`src/rtl/pc_sequencer_if.sv`:
```
// Handshake and control bundle between the PC sequencer and the
// memories/decoder/datapath it steers.
interface pc_sequencer_if #(
    parameter int CNT_W = 32
);
    logic             start;
    logic             halt;
    logic             imem_req;
    logic             imem_ready;
    logic             ir_we;
    logic             is_branch;
    logic             is_load;
    logic             is_store;
    logic             is_halt;
    logic             branch_taken;
    logic             dmem_req;
    logic             dmem_ready;
    logic             reg_we;
    logic             pc_en;
    logic             npc_sel;
    logic             fault;
    logic [2:0]       state;
    logic [CNT_W-1:0] retired_count;

    modport master (
        input  start, halt, imem_ready, is_branch, is_load,
        input  is_store, is_halt, branch_taken, dmem_ready,
        output imem_req, ir_we, dmem_req, reg_we, pc_en,
        output npc_sel, fault, state, retired_count
    );

    modport slave (
        output start, halt, imem_ready, is_branch, is_load,
        output is_store, is_halt, branch_taken, dmem_ready,
        input  imem_req, ir_we, dmem_req, reg_we, pc_en,
        input  npc_sel, fault, state, retired_count
    );
endinterface

```
`src/rtl/pc_sequencer.sv`:
```
// Multi-cycle fetch/decode/exec/mem/wb sequencer driving the PC update
// strobe and next-PC select, with retire counting and memory timeouts.
module pc_sequencer #(
    parameter int MEM_TIMEOUT = 15,
    parameter int CNT_W       = 32
) (
    input logic            clk,
    input logic            reset,
    pc_sequencer_if.master bus
);
    localparam int WAIT_W = $clog2(MEM_TIMEOUT + 1);
    localparam logic [WAIT_W-1:0] WAIT_LAST = WAIT_W'(MEM_TIMEOUT - 1);

    typedef enum logic [2:0] {
        S_IDLE   = 3'd0,
        S_FETCH  = 3'd1,
        S_DECODE = 3'd2,
        S_EXEC   = 3'd3,
        S_MEM    = 3'd4,
        S_WB     = 3'd5,
        S_HALT   = 3'd6
    } state_t;

    state_t            state_q;
    logic [WAIT_W-1:0] wait_q;
    logic [CNT_W-1:0]  cnt_q;
    logic              fault_q;
    logic              load_q;

    logic imem_req;
    logic ir_we;
    logic dmem_req;
    logic reg_we;
    logic retire;
    logic npc_sel;

    always_comb begin
        imem_req = 1'b0;
        ir_we    = 1'b0;
        dmem_req = 1'b0;
        reg_we   = 1'b0;
        retire   = 1'b0;
        npc_sel  = 1'b0;
        unique case (state_q)
            S_FETCH: begin
                imem_req = 1'b1;
                ir_we    = bus.imem_ready;
            end
            S_EXEC: begin
                if (bus.is_branch) begin
                    retire  = 1'b1;
                    npc_sel = bus.branch_taken;
                end
            end
            S_MEM: begin
                dmem_req = 1'b1;
                retire   = bus.dmem_ready && !load_q;
            end
            S_WB: begin
                reg_we = 1'b1;
                retire = 1'b1;
            end
            default: ;
        endcase
    end

    always_ff @(posedge clk or posedge reset) begin
        if (reset) begin
            state_q <= S_IDLE;
            wait_q  <= '0;
            cnt_q   <= '0;
            fault_q <= 1'b0;
            load_q  <= 1'b0;
        end else begin
            unique case (state_q)
                S_IDLE: begin
                    if (bus.start) begin
                        state_q <= S_FETCH;
                        wait_q  <= '0;
                    end
                end
                S_FETCH: begin
                    if (bus.imem_ready) begin
                        state_q <= S_DECODE;
                    end else if (wait_q == WAIT_LAST) begin
                        fault_q <= 1'b1;
                        state_q <= S_HALT;
                    end else begin
                        wait_q <= wait_q + WAIT_W'(1);
                    end
                end
                S_DECODE: state_q <= bus.is_halt ? S_HALT : S_EXEC;
                S_EXEC: begin
                    // class flags are only valid here, so keep load vs store
                    load_q <= bus.is_load;
                    if (bus.is_load || bus.is_store) begin
                        state_q <= S_MEM;
                        wait_q  <= '0;
                    end else if (!bus.is_branch) begin
                        state_q <= S_WB;
                    end
                end
                S_MEM: begin
                    if (bus.dmem_ready) begin
                        if (load_q) state_q <= S_WB;
                    end else if (wait_q == WAIT_LAST) begin
                        fault_q <= 1'b1;
                        state_q <= S_HALT;
                    end else begin
                        wait_q <= wait_q + WAIT_W'(1);
                    end
                end
                S_WB:   ;
                S_HALT: ;
                default: state_q <= S_IDLE;
            endcase
            if (retire) begin
                cnt_q   <= cnt_q + CNT_W'(1);
                wait_q  <= '0;
                state_q <= bus.halt ? S_HALT : S_FETCH;
            end
        end
    end

    assign bus.imem_req      = imem_req;
    assign bus.ir_we         = ir_we;
    assign bus.dmem_req      = dmem_req;
    assign bus.reg_we        = reg_we;
    assign bus.pc_en         = retire;
    assign bus.npc_sel       = npc_sel;
    assign bus.fault         = fault_q;
    assign bus.state         = state_q;
    assign bus.retired_count = cnt_q;
endmodule

```
`src/flat_wrapper.sv`:
```
// flat-port wrapper written by rule: the top's interface ports become plain ports
module pc_sequencer_flat 
#(
    parameter int MEM_TIMEOUT = 15,
    parameter int CNT_W       = 32
)
  (clk, reset, bus_start, bus_halt, bus_imem_ready, bus_is_branch, bus_is_load, bus_is_store, bus_is_halt, bus_branch_taken, bus_dmem_ready, bus_imem_req, bus_ir_we, bus_dmem_req, bus_reg_we, bus_pc_en, bus_npc_sel, bus_fault, bus_state, bus_retired_count);
  pc_sequencer_if #(.CNT_W(CNT_W)) bus_i ();
  input logic clk;
  input logic reset;
  input wire logic [$bits(bus_i.start)-1:0] bus_start;
  input wire logic [$bits(bus_i.halt)-1:0] bus_halt;
  input wire logic [$bits(bus_i.imem_ready)-1:0] bus_imem_ready;
  input wire logic [$bits(bus_i.is_branch)-1:0] bus_is_branch;
  input wire logic [$bits(bus_i.is_load)-1:0] bus_is_load;
  input wire logic [$bits(bus_i.is_store)-1:0] bus_is_store;
  input wire logic [$bits(bus_i.is_halt)-1:0] bus_is_halt;
  input wire logic [$bits(bus_i.branch_taken)-1:0] bus_branch_taken;
  input wire logic [$bits(bus_i.dmem_ready)-1:0] bus_dmem_ready;
  output wire logic [$bits(bus_i.imem_req)-1:0] bus_imem_req;
  output wire logic [$bits(bus_i.ir_we)-1:0] bus_ir_we;
  output wire logic [$bits(bus_i.dmem_req)-1:0] bus_dmem_req;
  output wire logic [$bits(bus_i.reg_we)-1:0] bus_reg_we;
  output wire logic [$bits(bus_i.pc_en)-1:0] bus_pc_en;
  output wire logic [$bits(bus_i.npc_sel)-1:0] bus_npc_sel;
  output wire logic [$bits(bus_i.fault)-1:0] bus_fault;
  output wire logic [$bits(bus_i.state)-1:0] bus_state;
  output wire logic [$bits(bus_i.retired_count)-1:0] bus_retired_count;
  assign bus_i.start = bus_start;
  assign bus_i.halt = bus_halt;
  assign bus_i.imem_ready = bus_imem_ready;
  assign bus_i.is_branch = bus_is_branch;
  assign bus_i.is_load = bus_is_load;
  assign bus_i.is_store = bus_is_store;
  assign bus_i.is_halt = bus_is_halt;
  assign bus_i.branch_taken = bus_branch_taken;
  assign bus_i.dmem_ready = bus_dmem_ready;
  assign bus_imem_req = bus_i.imem_req;
  assign bus_ir_we = bus_i.ir_we;
  assign bus_dmem_req = bus_i.dmem_req;
  assign bus_reg_we = bus_i.reg_we;
  assign bus_pc_en = bus_i.pc_en;
  assign bus_npc_sel = bus_i.npc_sel;
  assign bus_fault = bus_i.fault;
  assign bus_state = bus_i.state;
  assign bus_retired_count = bus_i.retired_count;
  pc_sequencer #(.MEM_TIMEOUT(MEM_TIMEOUT), .CNT_W(CNT_W)) u_core (.clk(clk), .reset(reset), .bus(bus_i));
endmodule
```
`config.mk`:
```
export PLATFORM = sky130hd
export DESIGN_NAME = pc_sequencer_flat
export DESIGN_NICKNAME = d
export VERILOG_FILES = /design/src/rtl/pc_sequencer_if.sv /design/src/rtl/pc_sequencer.sv /design/src/flat_wrapper.sv
export SDC_FILE = /design/constraint.sdc
export NUM_CORES = 1
export LEC_CHECK = 0
export CORE_ASPECT_RATIO = 0.6
export CORE_UTILIZATION = 35
export DETAILED_ROUTE_END_ITERATION = 10
export PLACE_DENSITY = 0.62
export SLEW_MARGIN = 20
export SYNTH_ARGS = -nofsm -noshare
export SYNTH_HDL_FRONTEND = slang
export SYNTH_SLANG_ARGS = --single-unit
```
`constraint.sdc`:
```
create_clock -name clk -period 1.7 [get_ports clk]
set_input_delay 0.17 -clock clk [delete_from_list [all_inputs] [get_ports clk]]
set_output_delay 0.17 -clock clk [all_outputs]
set_load 0.005 [all_outputs]
```
==> metrics <==
post-layout min period 1770 ps; largest net degree at the start of global routing 42; CP Capture Type flip-flop; Min Hold Slack 235 ps; mapped cell area 0.00217 mm^2; final net count 337; Post-Synthesis Cells 211; IO buf count 52; pwr/cell area 1280 mW/mm^2; vias in the first global route 2005; final setup fails 12; Final ANT Viol Nets 0; crit path cell chain and3b_2 > and2_4 > buf_6 > o211a_1 > buf_12 > buf_12 > nand4_1 > xnor2_1; status complete, but fails checks; Worst Tran Pin Value 323 ps; YS warnings 0; reg2reg path depth 8; crit path launch type flip-flop; #FFs+latches synth 41; TritonRoute pass-1 iters 4; CTS tree done; sequential share of the synthesized area 47.2%; GRT overflow 0; Worst R2R Start u_core.bus.state[2]$_DFFE_PP0P_; final setup TNS -286 ps; clock tree buffer depth 2; clk_skew 7.52 ps; CTS Buf Count 5; root buffer cell clkbuf_8; die footprint 0.00654 mm^2; f_max 0.566 GHz; r2r endpoint u_core.bus.retired_count[24]$_DFFE_PP0P_; worst hold-check path type input port to async pin; final critical-path share of the clock period 104%; failing checks setup timing; max cap viols 0; Synth async-reset ratio 100%; area grow syn2layout 64.2%; final instance area 0.00357 mm^2; Post-CTS Hold Buffers 0; Die Y 63.0 um; DRT Wirelength 6080 um; Syn Nets 225; post-DR wirelength/cell 15.1 um; crit path max fanout 6; clock sinks 41; first-pass GRT wire length 10000 um; gr usage total 19.2%; Fin. Hold Viols 0; RSZ-0062 raised after global routing yes; Worst-path clk slew 90 ps; fin util 61.7%; gpl congestion 0.847; post-synth top area cell dfrtp_1; max_slew headroom 78.4%; crit path capture u_core.bus.retired_count[24]$_DFFE_PP0P_; vias 2005; share of the synthesized area in the top cell type 47.2%; residual DRC count 0; clock latency on the worst-skew pair 290 ps; crit-path max cell delay 410 ps; syn avg cell area 10.3 um^2; Sequential cell area 0.00103 mm^2; Setup WS pre-CTS -380 ps; crit path from u_core.bus.state[2]$_DFFE_PP0P_; Layout fillers 498; final worst slack -67.3 ps; cells taking the most area after synthesis dfrtp_1, xnor2_1, and3_1; Slowest cell on crit path dfrtp_1; Crit Path Category flip-flop to flip-flop; Post-synth EDFFs 0; Placed Cells 373; most frequent CP cell buf_12; VDD IR-drop max 0.712 mV; drt initial violations 65; post-DP HPWL 3950 um; Non-Filler Instances 404; IO Pins 53; initial antenna violation count 0; CP Data Required Time 1880 ps; proportion of layout cells with a drive suffix above 1 32.1%; H-tree depth 2; Yosys cell types 51; Ant. Diodes 0; Tot Pwr 4.57 mW; reg2reg setup slack -70 ps; Arr. time, crit path 1940 ps; Multi-input gate area 0.00122 mm^2; post-placement cell area 0.00307 mm^2; placeable core area 0.00578 mm^2; Die X-Extent 104 um; Primary FF master, synth dfrtp_1; mean number of vias per cell 4.96; # rows 21; Max Slew Vio Count 0; Leakage 1.65 nW; starting density of the core 37.6%
[synth_stat cells, types with 2 or more instances]
cell type  count
and2_1         3
nand3_1        9
nand2_1       20
and3_1        12
xor2_1         5
inv_1          8
ha_1           3
nand4_1        9
dfrtp_1       41
o2bb2ai_1      2
and4_1         2
a21oi_1        4
buf_2          3
o32ai_1        2
nor3b_1        2
nor2b_1        2
nor3_1         2
a21o_1         3
o21ai_0        3
nand2b_1       3
nor2_1        17
xnor2_1       26
mux2i_1        2
[layout make-up]
cell class	count	area share (%)
Multi-Input combinational cell	156	34.3
Tap cell	80	2.81
Sequential cell	41	28.8
Clock buffer	5	1.93
Timing Repair Buffer	110	29.4
Clock inverter	3	1.82
Inverter	9	0.947
[placed cells by master, fill, tap and decap left out, types with 2 or more instances in the layout]
cell,netlist,routed
nand2b_4,0,2
xnor2_1,26,25
a21o_1,3,3
inv_2,1,2
xor2_1,5,5
nand3_1,9,5
dfrtp_1,41,40
and2_1,3,3
o21ai_0,3,2
inv_1,8,7
and3_1,12,11
nor2_1,17,16
o2bb2ai_1,2,2
bufinv_16,0,2
buf_4,1,41
nand3_2,0,4
clkbuf_2,0,2
buf_6,0,11
buf_12,0,5
clkdlybuf4s50_1,0,43
nand4_1,9,9
clkbuf_8,0,5
mux2i_1,2,2
and3_4,0,2
nand2_1,20,19
a21oi_1,4,3
and4_1,2,2
ha_1,3,2
dlygate4sd2_1,0,6
[report_power, final]
group          internal (mW)  switching, mW
combinational           1.35           1.05
sequential              1.11          0.124
clock                  0.584          0.352
[how the worst min path moves through the flow]
stage,start,endpoint,slack [ps],cells after the start
after floorplan,bus_is_load,u_core.load_q$_DFFE_PP0N_,320,1
after global placement,u_core.bus.fault$_DFFE_PP0P_,u_core.bus.fault$_DFFE_PP0P_,450,1
after detailed placement,u_core.bus.fault$_DFFE_PP0P_,u_core.bus.fault$_DFFE_PP0P_,460,1
after CTS,reset,u_core.bus.fault$_DFFE_PP0P_,240,3
after global routing,reset,u_core.load_q$_DFFE_PP0N_,260,3
final,reset,u_core.bus.fault$_DFFE_PP0P_,230,3
[what timing repair did]
action                     4_1_cts  5_1_grt
setup endpoints to repair       30       31
pin swaps                       19       12
gates resized for setup         41       17
buffers inserted                18        6
[worst max-delay path, delay by kind of cell (launching register included)]
family,cells,cell delay [ps]
buffers and inverters,3,350
xor gates and xnor gates,1,150
AOI/OAI and AO/OA,1,170
DFF,1,410
and+or+nand+nor,3,580
[kinds of logic (layout without fill, tap and decap cells)]
| logic type | count (synthesis) | after routing | share of synthesized area, % |
|---|---|---|---|
| AOI/OAI and AO/OA | 27 | 27 | 10.8 |
| xor gates and xnor gates | 31 | 31 | 12.5 |
| adders and majority gates | 3 | 3 | 1.73 |
| buffers and inverters | 14 | 127 | 2.76 |
| DFF | 41 | 41 | 47.2 |
| muxes | 3 | 3 | 1.44 |
| and+or+nand+nor | 92 | 92 | 23.6 |
[state kept, by name, indices dropped and copies added (netlist names)]
signal                    cells
u_core.bus.fault              1
u_core.bus.retired_count     32
u_core.bus.state              3
u_core.load_q                 1
u_core.wait_q                 4
[routing by layer]
layer / global-route usage [%] / wire length [um] / vias to the layer above
met4: 4.82 / 34 / 0
met3: 5.63 / 383 / 6
met5: 0 / 0 / -
li1: - / - / 962
met2: 27.9 / 2540 / 63
met1: 27.9 / 3130 / 974
Power figures use the tool's default switching activity.
